`src/rtl/branch_unit.sv`:
```
// Branch resolution unit: waits for branch operands, drives an external equality
// comparator, and decides the redirect. Optional counters: BRANCH_UNIT_STATS_EN.
module branch_unit #(
   parameter int unsigned OFFSET_SHIFT = 2
) (
   input  logic        clk,
   input  logic        rst_n,
   input  logic        br_valid,
   input  logic [2:0]  br_type,
   input  logic [31:0] pc_plus4,
   input  logic [31:0] br_offset,
   input  logic [31:0] rs_data,
   input  logic [31:0] rt_data,
   input  logic        rs_pending,
   input  logic        rt_pending,
   input  logic        kill,
   output logic [31:0] cmp_op1,
   output logic [31:0] cmp_op2,
   output logic [2:0]  cmp_operation,
   input  logic        cmp_res,
   output logic        stall,
   output logic        redirect,
   output logic [31:0] redirect_pc,
   output logic        br_err,
   output logic [31:0] stat_branches,
   output logic [31:0] stat_taken
);

   localparam logic [2:0] BR_BEQ  = 3'b000;
   localparam logic [2:0] BR_BNE  = 3'b001;
   localparam logic [2:0] BR_BLEZ = 3'b010;
   localparam logic [2:0] BR_BGTZ = 3'b011;
   localparam logic [2:0] BR_BLTZ = 3'b100;
   localparam logic [2:0] BR_BGEZ = 3'b101;

   typedef enum logic [1:0] {
      IDLE = 2'd0,
      WAIT = 2'd1,
      EVAL = 2'd2
   } state_t;

   state_t      state_q, state_d;
   logic [31:0] rs_q, rs_d;
   logic [31:0] rt_q, rt_d;
   logic [2:0]  type_q, type_d;
   logic [31:0] target_q, target_d;
   logic [31:0] redirect_pc_q, redirect_pc_d;
   logic        need_rt_s;
   logic        pending_s;
   logic        capture_s;
   logic        taken_s;
   logic        invalid_s;

   // Next-state and operand capture
   always_comb begin
      need_rt_s = (br_type == BR_BEQ) || (br_type == BR_BNE);
      pending_s = rs_pending | (need_rt_s & rt_pending);
      state_d   = state_q;
      capture_s = 1'b0;
      case (state_q)
         IDLE: begin
            if (br_valid && !kill) begin
               if (pending_s) begin
                  state_d = WAIT;
               end else begin
                  capture_s = 1'b1;
                  state_d   = EVAL;
               end
            end else begin
               state_d = IDLE;
            end
         end
         WAIT: begin
            if (kill) begin
               state_d = IDLE;
            end else if (!pending_s) begin
               capture_s = 1'b1;
               state_d   = EVAL;
            end else begin
               state_d = WAIT;
            end
         end
         EVAL:    state_d = IDLE;
         default: state_d = IDLE;
      endcase

      if (capture_s) begin
         rs_d     = rs_data;
         rt_d     = need_rt_s ? rt_data : 32'd0;
         type_d   = br_type;
         target_d = pc_plus4 + (br_offset << OFFSET_SHIFT);
      end else begin
         rs_d     = rs_q;
         rt_d     = rt_q;
         type_d   = type_q;
         target_d = target_q;
      end
   end

   // Branch condition from the captured operands and the comparator result
   always_comb begin
      taken_s   = 1'b0;
      invalid_s = 1'b0;
      case (type_q)
         BR_BEQ:  taken_s = cmp_res;
         BR_BNE:  taken_s = ~cmp_res;
         BR_BLEZ: taken_s = rs_q[31] | cmp_res;
         BR_BGTZ: taken_s = ~rs_q[31] & ~cmp_res;
         BR_BLTZ: taken_s = rs_q[31];
         BR_BGEZ: taken_s = ~rs_q[31];
         default: invalid_s = 1'b1;
      endcase
   end

   // Pipeline-facing outputs; forced quiet while reset is held
   always_comb begin
      stall         = rst_n & (((state_q == IDLE) & br_valid) | (state_q == WAIT));
      redirect      = rst_n & (state_q == EVAL) & taken_s & ~kill;
      br_err        = rst_n & (state_q == EVAL) & invalid_s;
      redirect_pc_d = redirect ? target_q : redirect_pc_q;
      redirect_pc   = redirect_pc_d;
      cmp_op1       = rs_q;
      cmp_op2       = rt_q;
      cmp_operation = 3'b000;
   end

   // State and captured-operand registers
   always_ff @(posedge clk or negedge rst_n) begin
      if (!rst_n) begin
         state_q       <= IDLE;
         rs_q          <= 32'd0;
         rt_q          <= 32'd0;
         type_q        <= 3'd0;
         target_q      <= 32'd0;
         redirect_pc_q <= 32'd0;
      end else begin
         state_q       <= state_d;
         rs_q          <= rs_d;
         rt_q          <= rt_d;
         type_q        <= type_d;
         target_q      <= target_d;
         redirect_pc_q <= redirect_pc_d;
      end
   end

`ifdef BRANCH_UNIT_STATS_EN
   logic [31:0] stat_branches_q, stat_branches_d;
   logic [31:0] stat_taken_q, stat_taken_d;

   // Saturating counters: completed evaluations and redirects
   always_comb begin
      if ((state_q == EVAL) && !kill && (stat_branches_q != 32'hFFFF_FFFF)) begin
         stat_branches_d = stat_branches_q + 32'd1;
      end else begin
         stat_branches_d = stat_branches_q;
      end
      if (redirect && (stat_taken_q != 32'hFFFF_FFFF)) begin
         stat_taken_d = stat_taken_q + 32'd1;
      end else begin
         stat_taken_d = stat_taken_q;
      end
   end

   // Counter registers
   always_ff @(posedge clk or negedge rst_n) begin
      if (!rst_n) begin
         stat_branches_q <= 32'd0;
         stat_taken_q    <= 32'd0;
      end else begin
         stat_branches_q <= stat_branches_d;
         stat_taken_q    <= stat_taken_d;
      end
   end

   assign stat_branches = stat_branches_q;
   assign stat_taken    = stat_taken_q;
`else
   assign stat_branches = 32'd0;
   assign stat_taken    = 32'd0;
`endif

endmodule

```
`config.mk`:
```
export PLATFORM = sky130hd
export DESIGN_NAME = branch_unit
export DESIGN_NICKNAME = d
export VERILOG_FILES = /design/src/rtl/branch_unit.sv
export SDC_FILE = /design/constraint.sdc
export NUM_CORES = 1
export LEC_CHECK = 0
export CORE_MARGIN = 1
export CORE_UTILIZATION = 39
export DETAILED_ROUTE_END_ITERATION = 12
export GPL_ROUTABILITY_DRIVEN = 0
export GPL_TIMING_DRIVEN = 0
export PLACE_DENSITY = 0.84
export SETUP_SLACK_MARGIN = 0.15
export SYNTH_ARGS = -nofsm -noshare
export SYNTH_HDL_FRONTEND = slang
export SYNTH_SLANG_ARGS = --single-unit
```
`constraint.sdc`:
```
create_clock -name clk -period 1.8 [get_ports clk]
set_input_delay 0.36 -clock clk [delete_from_list [all_inputs] [get_ports clk]]
set_output_delay 0.36 -clock clk [all_outputs]
set_load 0.02 [all_outputs]
```
**Word-level counts from Yosys, hierarchy flattened**

Cells that the tools add are included.

- Bits in registers: 133
- Input bits: 138
- Output and inout bits: 166
- Word-level logic and storage cells: 48

- Add/subtract/negate cells: 1
- Equality and inequality tests: 8
- Multiplexer cells: 12
- Bitwise logic cells: 14
- Reductions and logical operators: 7

Operators by type and width:

| cell | count |
|---|---|
| $mux W32 | 2 |
| $add A32 B32 Y32 | 1 |
| $and A1 B1 Y1 | 8 |
| $eq A3 B1 Y1 const B | 2 |
| $eq A3 B2 Y1 const B | 2 |
| $eq A3 B3 Y1 const B | 2 |
| $logic_not A3 Y1 | 2 |
| $mux W2 | 3 |
| $pmux W1 S6 | 1 |
| $reduce_or A6 Y1 | 1 |
| $mux W1 | 4 |
| $pmux W2 S2 | 1 |
| $not A1 Y1 | 3 |
| $or A1 B1 Y1 | 3 |
| $eq A2 B1 Y1 const B | 1 |
| $eq A2 B2 Y1 const B | 1 |
| $logic_not A2 Y1 | 1 |
| $pmux W1 S2 | 1 |
| $logic_and A1 B1 Y1 | 1 |
| $logic_not A1 Y1 | 1 |
| $logic_or A1 B1 Y1 | 1 |

**Depth between registers and ports, before layout**

Gate-level depths: netlist of run 1.

- Word-level depth: 7
- Mapped depth: 10
- Depth with buffers taken out: 10

**Least setup slack after synthesis of run 1**

OpenSTA, ideal clock, no wires.

- Path kind: input to register
- Start: input pc_plus4[2]
- End: register target_q[18]
- Library setup time: 0.147 ns
- Arrival time: 2.053 ns
- Required time: 1.653 ns
- Setup slack: -0.400 ns
- Cell stages on the path: 10
- Buffers on the path: 0
- Cell sequence: ha_1 inv_1 fa_1 nor2b_1 o2111ai_1 a21oi_2 o211ai_1 a21oi_1 mux2i_1 o311ai_0

- Longest elaborated chain between the ends: 1

RTL lines:

| what | line | RTL |
|---|---|---|
| start: declaration | 10 | `input logic [31:0] pc_plus4,` |
| $add A32 B32 Y32 | 91 | `target_d = pc_plus4 + (br_offset << OFFSET_SHIFT);` |
| end signal: assignment | 141 | `target_q <= target_d;` |
| end: declaration | 46 | `logic [31:0] target_q, target_d;` |

Every way passes these cells.
A chain may end at the register's enable or synchronous reset.

**Worst setup path in the final report of run 1**

- Start: register type_q[0]
- End: output redirect_pc[19]

- Longest elaborated chain between the ends: 5

RTL lines:

| what | line | RTL |
|---|---|---|
| start: declaration | 45 | `logic [2:0] type_q, type_d;` |
| start signal: assignment | 140 | `type_q <= type_d;` |
| $eq A3 B3 Y1, or another cell as far along | 104 | `case (type_q)` |
| $pmux W1 S6 * | 104 |  |
| $and A1 B1 Y1 * (2 in series) | 118 | `redirect = rst_n & (state_q == EVAL) & taken_s & ~kill;` |
| $mux W32 * | 120 | `redirect_pc_d = redirect ? target_q : redirect_pc_q;` |
| end: declaration | 23 | `output logic [31:0] redirect_pc,` |

Mark *: on every way between the ends. The rest lies on a longest branch, timed or not.

==> results.json, run 1 <==
{
  "final-setup-viol-count": 48,
  "fin_ws_ns": -0.704,
  "path_max_fanout": 10,
  "crit_top_cell": "buf_6",
  "utilization": 0.691,
  "h-tree-depth": 4,
  "synth_commonest_cells": "229 x nand2_1, 133 x dfrtp_1, 68 x buf_4",
  "die_w_um": 138,
  "syn_to_final_growth_pct": 73.0,
  "start_kind": "flip-flop",
  "ys_types": 59,
  "dieArea_um2": 18900,
  "yosysTopAreaCellShare": 0.464,
  "drt_iter0_markers": 461,
  "yosysSeqAreaShare": 0.464,
  "root_buffer": "clkbuf_16",
  "grt_max_degree": 74,
  "cp_cell_sequence": "xor2_1 > a21oi_1 > o22ai_1 > nand3b_1 > buf_6 > buf_12 > mux2_4 > buf_6",
  "violations": "hold timing, setup timing",
  "drtAntennaViolNets": 0,
  "max_freq_mhz": 399,
  "antenna_cells": 0,
  "yosys.area.top_type": "dfrtp_1",
  "status": "finished with violations",
  "yosys_warnings": 0,
  "nNetsFinal": 1343,
  "critPathCaptureType": "output pin",
  "cap_violations": 0,
  "drc_errors": 0,
  "crit_type": "reg -> out",
  "path_clk_slew_ns": 0.06,
  "start_util": 0.399,
  "io_pins": 304,
  "grt_first_pass_wirelength_um": 36700,
  "finalCriticalPeriod_ns": 2.50,
  "p_leak_nw": 6.29,
  "fin_tns_setup_ns": -24.76,
  "hold_viol": 60,
  "fin_crit_sh": 1.39,
  "r2r_start": "type_q[0]",
  "via_per_inst": 5.12,
  "grt_pass1_vias": 7058,
  "dpl_cell_area_um2": 10400,
  "hold_class": "in -> async",
  "synth-edff-count": 0,
  "slew_viol_final": 0,
  "place_ws_ns": -1.41,
  "cp_num_buf_inv": 3,
  "cp_slowest_cell": "dfrtp_2",
  "slowest_delay_ns": 0.45,
  "rows": 49,
  "syn_inst": 785,
  "syn_area_um2": 7170,
  "timing.rr.end": "redirect_pc_q[19]",
  "post-dp-hpwl_um": 16200,
  "post_drt_wl_per_cell_um": 18.3,
  "synth.most_common_cell": "nand2_1",
  "worst_slew_pin_slew_ns": 0.513,
  "clockBufferDepth": 2,
  "cts_tree": "built",
  "post-route-cell-area_um2": 12400,
  "ys_seq_elements": 133,
  "dominantRegCellSynth": "dfrtp_1",
  "drt-pass1-iter-count": 5,
  "numCtsBuffers": 17,
  "cts_sinks": 133,
  "arrival_ns": 2.14,
  "crit_required_ns": 1.44,
  "clock_latency_ns": 0.42,
  "vias": 7262,
  "vdd_drop_max_mv": 0.835,
  "fin_skew_ns": 0.00854,
  "rrSetupSlack_ns": 0.09,
  "p_per_area_nw_per_um2": 959,
  "ys_async_sr_fraction": 1.00,
  "p_total_mw": 11.9,
  "grt_overflow_total": 0,
  "wl_um": 26000,
  "syn_avg_cell_area_um2": 9.13,
  "holdWs_ns": -0.182,
  "antenna_found_initial": 0,
  "io_buffers": 234,
  "die_h_um": 138,
  "critical-path-top-delay-family": "buffers and inverters",
  "grt_use_total": 0.256,
  "reg2reg_depth": 7,
  "rsz0062_at_grt": "true",
  "synth.area.top_cells": "dfrtp_1 46%, nand2_1 12%, buf_4 7.1%",
  "core-area_um2": 18000,
  "slew_headroom": 0.658,
  "drive_gt1_frac": 0.367
}
==> state kept, by name, indices dropped and copies added, names as in the netlist <==
register       cells
cmp_op1           32
cmp_op2           32
target_q          32
type_q             3
redirect_pc_q     32
state_q            2
==> through the flow <==
| step | hold WS, ns | std cells |
|---|---|---|
| final | -0.182 | 1417 |
| after global routing | -0.171 | 1417 |
| after CTS | -0.179 | 1400 |
| after detailed placement | 0.392 | 1315 |
| after global placement | 0.449 | 1314 |
| after floorplan | 0.0644 | 851 |
==> routing by layer <==
metal	GRT usage	wire length, µm	up-vias
met5	0	0	-
met4	0.131	1070	0
met2	0.439	13100	397
li1	-	-	3299
met1	0.303	10100	3468
met3	0.0511	1730	98
==> power by group <==
part	internal (mW)	switching, mW	total, mW
Combinational	2.16	2.38	4.53
Sequential	3.65	0.354	4.01
Clock	1.82	1.53	3.35
Total	7.63	4.26	11.9
==> placed cells by master, fill, tap and decap left out, types with 32 or more instances in the layout <==
master / count
buf_4: 118
buf_6: 72
dlygate4sd2_1: 76
mux2_4: 32
nand3_1: 36
clkdlybuf4s50_1: 79
nand2_1: 220
conb_1: 67
dfrtp_1: 131
==> area by class of cell <==
cell class / instances / area [µm²]
Fill cell: 1310 / 5560
Multi-Input combinational cell: 607 / 4500
Sequential cell: 133 / 3330
Timing Repair Buffer: 305 / 2830
Buffer: 105 / 866
Clock buffer: 17 / 425
Tap cell: 229 / 287
Clock inverter: 15 / 135
Inverter: 6 / 30.0
==> cells by family after synthesis <==
logic type / share of synthesized area
fa+ha+maj: 0.0534
flops: 0.464
simple gates: 0.191
compound gates: 0.109
other cells: 0.000523
buf+inv: 0.0967
mux: 0.0532
xor+xnor: 0.0318
==> worst max-delay path by stage <==
stage,from,endpoint,slack [ns],cells past startpoint
CTS,type_q[0],redirect_pc[31],-0.75,9
floorplan,pc_plus4[2],target_q[18],-0.30,10
detailed placement,cmp_res,redirect_pc[27],-1.41,9
global placement,rst_n,redirect_pc[27],-6.00,7
finish,type_q[0],redirect_pc[19],-0.70,8
global route,cmp_op1[31],redirect_pc[18],-0.81,9
==> timing repair <==
action | CTS | global route
setup buffers | 53 | 17
pin swaps | 78 | 59
setup endpoints to repair | 231 | 155
endpoints found under the hold margin | 60 | 60
gates resized for setup | 563 | 105
No activity file was read; power rests on OpenSTA's default activity.
==> run 2, diff against run 1 <==
--- a/config.mk
+++ b/config.mk
@@ -5,8 +5,10 @@
 export SDC_FILE = /design/constraint.sdc
 export NUM_CORES = 1
 export LEC_CHECK = 0
+export CELL_PAD_IN_SITES_DETAIL_PLACEMENT = 2
+export CELL_PAD_IN_SITES_GLOBAL_PLACEMENT = 2
 export CORE_MARGIN = 1
-export CORE_UTILIZATION = 39
+export CORE_UTILIZATION = 22
 export DETAILED_ROUTE_END_ITERATION = 12
 export GPL_ROUTABILITY_DRIVEN = 0
 export GPL_TIMING_DRIVEN = 0
==> run 2 against run 1 <==
Combinational power increased by 15%; routed wire length increased by 47%; critical endpoint is now redirect_pc[6]; final cell count increased by 19%; maximum frequency decreased by 8.7%; the run ends with setup timing left; setup slack got worse by 0.24 ns; sequential power increased by 1%; worst hold slack improved by 0.20 ns; sequential cell count unchanged; design area increased by 9.9%.
==> results.json, run 2 (synthesis results as in run 1) <==
{
  "crit_top_cell": "buf_6",
  "drt-pass1-iter-count": 4,
  "rows": 65,
  "multi_input_area_um2": 4600,
  "hold_viol": 0,
  "via_per_inst": 4.54,
  "timing.rr.end": "redirect_pc_q[5]",
  "start_util": 0.225,
  "drive_gt1_frac": 0.408,
  "switchingPower_mw": 4.61,
  "crit_required_ns": 1.44,
  "cp_num_buf_inv": 4,
  "clock_latency_ns": 0.43,
  "cts_sinks": 133,
  "grt_pass1_vias": 8630,
  "place_ws_ns": -1.89,
  "root_buffer": "clkbuf_16",
  "clockBufferDepth": 2,
  "grt_overflow_total": 0,
  "start_kind": "flip-flop",
  "slew_viol_final": 0,
  "crit_type": "reg -> out",
  "rrSetupSlack_ns": -0.33,
  "rsz0062_at_grt": "true",
  "pwr-share-clk": 0.282,
  "arrival_ns": 2.38,
  "dpl_cell_area_um2": 10700,
  "p_per_area_nw_per_um2": 944,
  "die_h_um": 183,
  "grt_use_total": 0.210,
  "cp_cell_sequence": "xor2_1 > a21oi_1 > o22ai_1 > nand3b_1 > buf_6 > buf_12 > buf_16 > mux2_4 > buf_6",
  "status": "finished with violations",
  "p_total_mw": 12.9,
  "post_drt_wl_per_cell_um": 22.6,
  "most-common-layout-cells": "219 x nand2_1, 136 x buf_4, 131 x dfrtp_1",
  "r2r_start": "cmp_op1[31]",
  "cellInternalPower_mw": 8.25,
  "critical-path-top-delay-family": "buffers and inverters",
  "core-area_um2": 31800,
  "post-dp-hpwl_um": 21500,
  "die_w_um": 183,
  "cp_slowest_cell": "dfrtp_2",
  "numCtsBuffers": 17,
  "register_area_um2": 3330,
  "fin_ws_ns": -0.944,
  "drt_iter0_markers": 235,
  "final_common_cell": "nand2_1",
  "hold_class": "in -> async",
  "worst_slew_pin_slew_ns": 0.719,
  "grt_first_pass_wirelength_um": 52700,
  "dieArea_um2": 33300,
  "antenna_found_initial": 4,
  "post-route-cell-area_um2": 13600,
  "critPathCaptureType": "output pin",
  "fin_skew_ns": 0.0127,
  "syn_to_final_growth_pct": 90.1,
  "vdd_drop_max_mv": 0.601,
  "wl_um": 38100,
  "power_frac_comb": 0.403,
  "path_clk_slew_ns": 0.06,
  "slowest_delay_ns": 0.45,
  "seqPwrFrac": 0.315,
  "violations": "setup timing",
  "io_buffers": 234,
  "cap_violations": 0,
  "p_sw_frac": 0.358,
  "io_pins": 304,
  "utilization": 0.429,
  "reg2reg_depth": 10,
  "drtAntennaViolNets": 0,
  "slew_headroom": 0.519,
  "finalCriticalPeriod_ns": 2.74,
  "final-setup-viol-count": 85,
  "nNetsFinal": 1403,
  "h-tree-depth": 4,
  "path_max_fanout": 6,
  "p_leak_nw": 6.74,
  "max_freq_mhz": 364,
  "fill_cells": 3342,
  "cts_tree": "built",
  "grt_max_degree": 39,
  "fin_crit_sh": 1.52,
  "drc_errors": 0,
  "vias": 7647
}
## run 2: changes by cell type in the layout (fill, tap and decap cells not counted), sizes merged
| cell | previous run | this run |
|---|---|---|
| dlygate4sd3 | 0 | 4 |
| dlygate4sd2 | 76 | 72 |
| bufbuf | 0 | 3 |
| clkinvlp | 3 | 5 |
| diode | 0 | 2 |
| buf | 226 | 287 |
| clkinv | 2 | 3 |
| inv | 16 | 9 |
| bufinv | 0 | 2 |
| clkdlybuf4s50 | 79 | 77 |
## run 2: how the worst max path moves through the flow
| stage | start | to | slack (ns) | depth (start not counted) |
|---|---|---|---|---|
| after CTS | cmp_op1[31] | redirect_pc[6] | -0.89 | 10 |
| after floorplan | pc_plus4[2] | target_q[18] | -0.30 | 10 |
| after global routing | cmp_op1[31] | redirect_pc[8] | -1.03 | 9 |
| after global placement | rst_n | redirect_pc[24] | -6.32 | 7 |
| final | cmp_op1[31] | redirect_pc[6] | -0.94 | 9 |
| after detailed placement | rst_n | redirect_pc[24] | -1.89 | 8 |
## run 2: area by class of cell
class / instances / area share
Antenna cell: 2 / 0.000367
Timing Repair Buffer: 366 / 0.264
Clock inverter: 13 / 0.0107
Tap cell: 435 / 0.0399
Buffer: 104 / 0.0677
Inverter: 6 / 0.00257
Multi-Input combinational cell: 607 / 0.337
Sequential cell: 133 / 0.244
Clock buffer: 19 / 0.0332
## run 2: power groups by stage
stage                     clock [mW]  sequential [mW]  combinational [mW]
after floorplan                    0             4.24                1.91
after global placement             0             4.02                3.88
after detailed placement           0             4.07                3.99
after CTS                       3.67             4.01                4.57
after global routing            3.79             4.11                5.46
final                           3.62             4.05                5.19
## run 2: per-layer routing
metal | global-route usage | routed length, µm | up-vias | part of all wire
met5 | 0 | 27 | - | 0.00071
met4 | 0.0881 | 1620 | 4 | 0.043
met3 | 0.0429 | 1740 | 92 | 0.046
met2 | 0.395 | 20800 | 286 | 0.55
met1 | 0.226 | 13900 | 3850 | 0.36
li1 | - | - | 3415 | -
## run 2: timing repair
action | CTS | global route
gates cloned | 5 | 1
pin swaps | 98 | 68
gates resized for setup | 681 | 86
endpoints found under the setup margin | 231 | 127
hold buffers | 7 | 0
hold endpoints to repair | 59 | 0
buffers inserted | 84 | 34
## run 2: metrics by stage
stage / hold slack (ns) / setup TNS [ns] / instances
after CTS: 0.00962 / -28.72 / 1649
after detailed placement: 0.368 / -239.55 / 1521
after global routing: 0.0110 / -41.14 / 1685
after global placement: 0.448 / -1229.82 / 1520
final: 0.0175 / -35.21 / 1685
after floorplan: 0.0644 / -8.06 / 851
